$ cat config.mk
export PLATFORM = sky130hd
export DESIGN_NAME = pmp_entry
export DESIGN_NICKNAME = d
export VERILOG_FILES = /design/src/rtl/pmp_seq_checker.sv
export SDC_FILE = /design/constraint.sdc
export NUM_CORES = 1
export LEC_CHECK = 0
export CORE_AREA = 2 2 135 137
export DETAILED_ROUTE_END_ITERATION = 16
export DIE_AREA = 0 0 137 139
export MAX_ROUTING_LAYER = met4
export PLACE_DENSITY_LB_ADDON = 0.2
export SLEW_MARGIN = 30
export SYNTH_ARGS = -nofsm -noshare
export SYNTH_HDL_FRONTEND = slang
export SYNTH_SLANG_ARGS = --single-unit
$ cat constraint.sdc
create_clock -name clk_i -period 9.1 [get_ports clk_i]
set_input_delay 2.73 -clock clk_i [delete_from_list [all_inputs] [get_ports clk_i]]
set_output_delay 2.73 -clock clk_i [all_outputs]
set_load 0.05 [all_outputs]
$ cat src/rtl/pmp_seq_checker.sv
// Sequential PMP checker: walks the entries in priority order through a single
// shared pmp_entry matcher, two cycles per entry, then reports the verdict.
module pmp_entry #(
  parameter int unsigned PLEN    = 56,
  parameter int unsigned PMP_LEN = 54
) (
  input  logic               clk_i,
  input  logic               rst_ni,
  input  logic [PLEN-1:0]    addr_i,
  input  logic [PMP_LEN-1:0] conf_addr_i,
  input  logic [PMP_LEN-1:0] conf_addr_prev_i,
  input  logic [1:0]         mode_i,
  output logic               match_o
);
  localparam logic [1:0] A_TOR   = 2'd1;
  localparam logic [1:0] A_NA4   = 2'd2;
  localparam logic [1:0] A_NAPOT = 2'd3;

  logic [PMP_LEN-1:0] napot_ones;
  logic [PLEN-1:0]    top_addr;
  logic [PLEN-1:0]    bot_addr;
  logic [PLEN-1:0]    napot_care;
  logic [PLEN-1:0]    base_reg;
  logic [PLEN-1:0]    care_reg;

  // Trailing ones plus the first zero, widened by the two implied byte bits,
  // are exactly the don't-care bits of the NAPOT region.
  assign napot_ones = conf_addr_i ^ (conf_addr_i + PMP_LEN'(1));
  assign napot_care = ~PLEN'({napot_ones, 2'b11});
  assign top_addr   = PLEN'({conf_addr_i, 2'b00});
  assign bot_addr   = PLEN'({conf_addr_prev_i, 2'b00});

  // NAPOT base/mask are registered to keep the carry chain off the compare path.
  always_ff @(posedge clk_i or negedge rst_ni) begin
    if (!rst_ni) begin
      base_reg <= '0;
      care_reg <= '0;
    end else begin
      base_reg <= top_addr & napot_care;
      care_reg <= napot_care;
    end
  end

  always_comb begin
    match_o = 1'b0;
    case (mode_i)
      A_TOR:   match_o = (addr_i >= bot_addr) && (addr_i < top_addr);
      A_NA4:   match_o = (addr_i[PLEN-1:2] == top_addr[PLEN-1:2]);
      A_NAPOT: match_o = ((addr_i & care_reg) == base_reg);
      default: match_o = 1'b0;
    endcase
  end
endmodule

# Word level (Yosys, flattened, before mapping)
# Index checks and enable logic that the tools add are counted.
[totals] reg_bits=112 input_bits=168 output_inout_bits=1 word_cells=16
[op_classes] n_addsub=1 order_cmp=2 eq_ne=5 n_mux=1 bitwise=4 n_reduce_logical=1
[op_table] operator="$and 56x56->56" n=2
[op_table] operator="$eq 56x56->1" n=1
[op_table] operator="$ge 56x56->1" n=1
[op_table] operator="$lt 56x56->1" n=1
[op_table] operator="$not 56->56" n=1
[op_table] operator="$add 54x1->54 const B" n=1
[op_table] operator="$eq 54x54->1" n=1
[op_table] operator="$xor 54x54->54" n=1
[op_table] operator="$eq 2x2->1 const B" n=2
[op_table] operator="$pmux 1 s3" n=1
[op_table] operator="$eq 2x1->1 const B" n=1
[op_table] operator="$logic_and 1x1->1" n=1

# Logic depth before layout (Yosys ltp)
[logic_depth] word_depth=4 ltp_mapped=12 mapped_depth_nobuf=11

# Least setup slack after synthesis
# OpenSTA, ideal clock, no wires.
[synth_timing] path_kind="input port to output port" start="input conf_addr_prev_i[52]" end="output match_o" arrival_time_ns=5.046 path_slack_ns=1.324 stages=7 n_path_buf=0 path_cell_list="inv_1 -> ha_1 -> nand4_1 -> or4_1 -> nor3_1 -> a21oi_1 -> o21ai_0"
[synth_via] elab_chain_len=3
[synth_rtl] element="start, declared" line="11" rtl="input logic [PMP_LEN-1:0] conf_addr_prev_i,"
[synth_rtl] element="$ge 56x56->1" line="47" rtl="A_TOR: match_o = (addr_i >= bot_addr) && (addr_i < top_addr);"
[synth_rtl] element="$logic_and 1x1->1" line="47"
[synth_rtl] element="$pmux 1 s3" line="46" rtl="case (mode_i)"
[synth_rtl] element="end, declared" line="13" rtl="output logic match_o"
# Every way passes these cells.

# Final worst setup path
[layout_timing] start="input conf_addr_i[7]" end="output match_o"
[layout_via] elab_chain_len=3
[layout_rtl] element="start, declared" line="10" rtl="input logic [PMP_LEN-1:0] conf_addr_i,"
[layout_rtl] element="$lt 56x56->1" line="47"
[layout_rtl] element="$logic_and 1x1->1" line="47"
[layout_rtl] element="$pmux 1 s3 (*)" line="46"
# Every way passes the cells marked *; elsewhere a longest branch is shown, timed or not.

==> results by group <==
Cells and area
  – Share of layout cells above drive strength 1: slightly above 3%
  – Ant diodes: 0
  – Finished Layout Cells: roughly 1200
  – Final core occ: 56.90%
  – Area Overhead vs Synth: 29.14%
  – Nets: around 1300
  – Filler instances: 1590

Synthesis
  – Share of the synthesized area in the top cell type: about 34%
  – Yosys cell types: slightly above 40
  – Mean Syn Cell Area: around 9.5 µm²
  – Post-Syn Nets: about 1100
  – Area leader, netlist: dfrtp_1
  – Ys Warns: 0
  – Sequential area share after synthesis: 34.09%
  – Syn Std Cell Area: between 0.007 and 0.008 mm²
  – Flops & latches, synth: between 100 and 150
  – Mapped Cells: slightly above 800
  – Largest cells by area after synthesis: dfrtp_1 (34%), ha_1 (26%), xor2_1 (6.3%)

Worst setup path
  – Crit Path Category: in2out
  – Worst-path fanout max: 5
  – Crit path capture type: output port
  – Arrival @ worst endpoint: between 6 and 7 ns
  – CP required: 6.37 ns
  – CP bufs+invs: 3
  – Worst path slowest cell: clkdlybuf4s50_1
  – Worst stage delay on the critical path: ~0.86 ns
  – Critical Path Source Type: input pin
  – CP cell instances: clkdlybuf4s50_1 -> inv_1 -> ha_1 -> a21oi_1 -> o21ai_0 -> a221oi_1 -> o211ai_1 -> a211oi_1 -> o41ai_1 -> o21ai_0 -> clkdlybuf4s50_1
  – CP Depth: 11
  – CP delay by family, top: buffers and inverters

Clock tree
  – CTS Hold Bufs: 0
  – H-tree levels: 3
  – Clk root buf: clkbuf_16
  – Reg clk slew, reported paths: around 0.070 ns
  – Setup bufs post-CTS: 0
  – TritonCTS Buffers: 9
  – CTS resizes: 0
  – TritonCTS Sinks: ~110
  – TritonCTS clock tree: done
  – CTS max path bufs: 2

Detailed routing
  – Antenna viol nets, final: 0
  – WL final: 19530 µm
  – DR WL/cell: between 15 and 20 µm
  – 1st-iter DRT viols: approximately 300
  – Pre-antenna DRT Iters: 5
  – DRC violations left: 0
  – Via density per instance: a little under 5
  – Via count: 6089

Timing
  – F_max: 113.9 MHz
  – Sum Neg Setup Slack: 0 ns
  – Final setup viols: 0
  – RSZ-0062 raised after global routing: no
  – Fin crit share: a little over nine tenths
  – Worst Max-Slew Pin Slew: 0.6888 ns
  – Final WS setup: approximately 0.32 ns
  – Period minus WS final: 8.779 ns
  – Final max-slew violation count: 0
  – Worst slew margin: between 50% and 60%
  – Fin. Hold Viols: 0

Die
  – Initial Util: roughly 44%
  – Die ar.: approximately 0.019 mm²
  – CORE AREA: about 0.018 mm²
  – Site Rows: between 40 and 50
  – Die H: between 100 and 150 µm
  – # IOs: 169
  – DIE WIDTH: approximately 140 µm

Job
  – Max Cap Viol: 0

Place
  – Pre-CTS setup slack: about 0.30 ns
  – Placed cells: around 1200
  – # port buffers: roughly 170
  – HPWL after DPL: around 16000 µm
  – GP Congestion: roughly 0.86

GRT
  – Largest net degree at the start of global routing: 56
  – Vias in the first global route: approximately 6000
  – Global-route wire length before repair: around 31000 µm
  – Initial antenna violation count: 0
  – Grt total ovfl: 0
  – Tot GR Track Use: between 20% and 30%

Power
  – Total power: about 1200 µW
  – Worst VDD drop: ~0.095 mV
  – Leak: around 0.0047 µW
  – PD cells: 121.0 mW/mm²

Hold path
  – Worst min-delay path class: in2async

Status
  – Status: completed
## synthesized netlist by cell type
master and n:
a211oi_1 3, a21boi_0 2, a21o_1 3, a21oi_1 53, a221oi_1 2, a31o_2 1
and2_1 2, and2_2 1, and2b_4 1, and3_1 3, and4_1 18, and4_4 1
buf_4 2, dfrtp_1 106, ha_1 162, inv_1 116, inv_2 1, nand2_1 105
nand2b_1 2, nand3_1 26, nand3_2 2, nand4_1 25, nor2_1 10, nor2_4 2
nor2b_1 1, nor3_1 6, nor3_2 1, nor4_1 15, nor4_4 1, nor4b_1 1
o211ai_1 3, o21a_1 1, o21ai_0 21, o21bai_1 1, o31ai_1 2, o41ai_1 1
or2_2 1, or3_1 4, or4_1 1, xnor2_1 50, xor2_1 56
## cell families after synthesis
logic type	synth area share, %
adder cells (fa/ha/maj)	26.05
XOR/XNOR	11.93
buffers and inverters	5.838
flip-flops	34.09
AND/OR/NAND/NOR	15.42
AO/OA/AOI/OAI	6.658
## stage by stage
stage,hold slack [ns],area (µm²)
after floorplan,2.434,7780
after global placement,2.806,9753
after detailed placement,2.813,9753
after CTS,2.435,10050
after global routing,2.471,10050
final,2.404,10050
## cells in the final DEF, fill, tap and decap left out, types with 3 or more instances in the layout
| cell | synthesis | layout |
|---|---|---|
| a211oi_1 | 3 | 3 |
| a21o_1 | 3 | 3 |
| a21oi_1 | 53 | 53 |
| and3_1 | 3 | 3 |
| and4_1 | 18 | 18 |
| buf_4 | 2 | 4 |
| clkbuf_16 | 0 | 9 |
| clkdlybuf4s50_1 | 0 | 167 |
| dfrtp_1 | 106 | 106 |
| ha_1 | 162 | 162 |
| inv_1 | 116 | 116 |
| nand2_1 | 105 | 105 |
| nand3_1 | 26 | 26 |
| nand4_1 | 25 | 25 |
| nor2_1 | 10 | 10 |
| nor3_1 | 6 | 6 |
| nor4_1 | 15 | 15 |
| o211ai_1 | 3 | 3 |
| o21ai_0 | 21 | 21 |
| or3_1 | 4 | 4 |
| xnor2_1 | 50 | 50 |
| xor2_1 | 56 | 56 |
## final cells by class
cell class / instances / area [µm²] / area share (%)
clock inverters: 5 / 55.05 / 0.5479
well taps: 229 / 286.5 / 2.852
repair buffers: 171 / 1702 / 16.94
inverters: 117 / 439.2 / 4.371
flip-flops and latches: 106 / 2653 / 26.40
multi-input cells: 590 / 4673 / 46.51
clock buffers: 10 / 239.0 / 2.379
## power by group
group / switching [µW] / leakage, µW / internal (µW)
combinational: 152 / 0.00333 / 152
clock: 175 / 0.000140 / 218
sequential: 11.2 / 0.00124 / 508
total: 338 / 0.00470 / 878
## worst max path at each step
stage | start | end | slack, ns
after CTS | conf_addr_i[7] | match_o | 0.30
after detailed placement | conf_addr_i[7] | match_o | 0.30
after floorplan | conf_addr_prev_i[52] | match_o | 1.32
final | conf_addr_i[7] | match_o | 0.32
after global placement | conf_addr_i[7] | match_o | 0.35
after global routing | conf_addr_i[7] | match_o | 0.09
## per-layer routing
layer | up-vias | wire, µm | GRT usage (%)
li1 | 3142 | - | -
met1 | 2800 | 9120 | 29.09
met2 | 134 | 9264 | 36.06
met3 | 13 | 950 | 3.253
met4 | 0 | 193 | 5.046
met5 | - | 0 | -
Note: power is estimated with default switching activity, not from simulation.
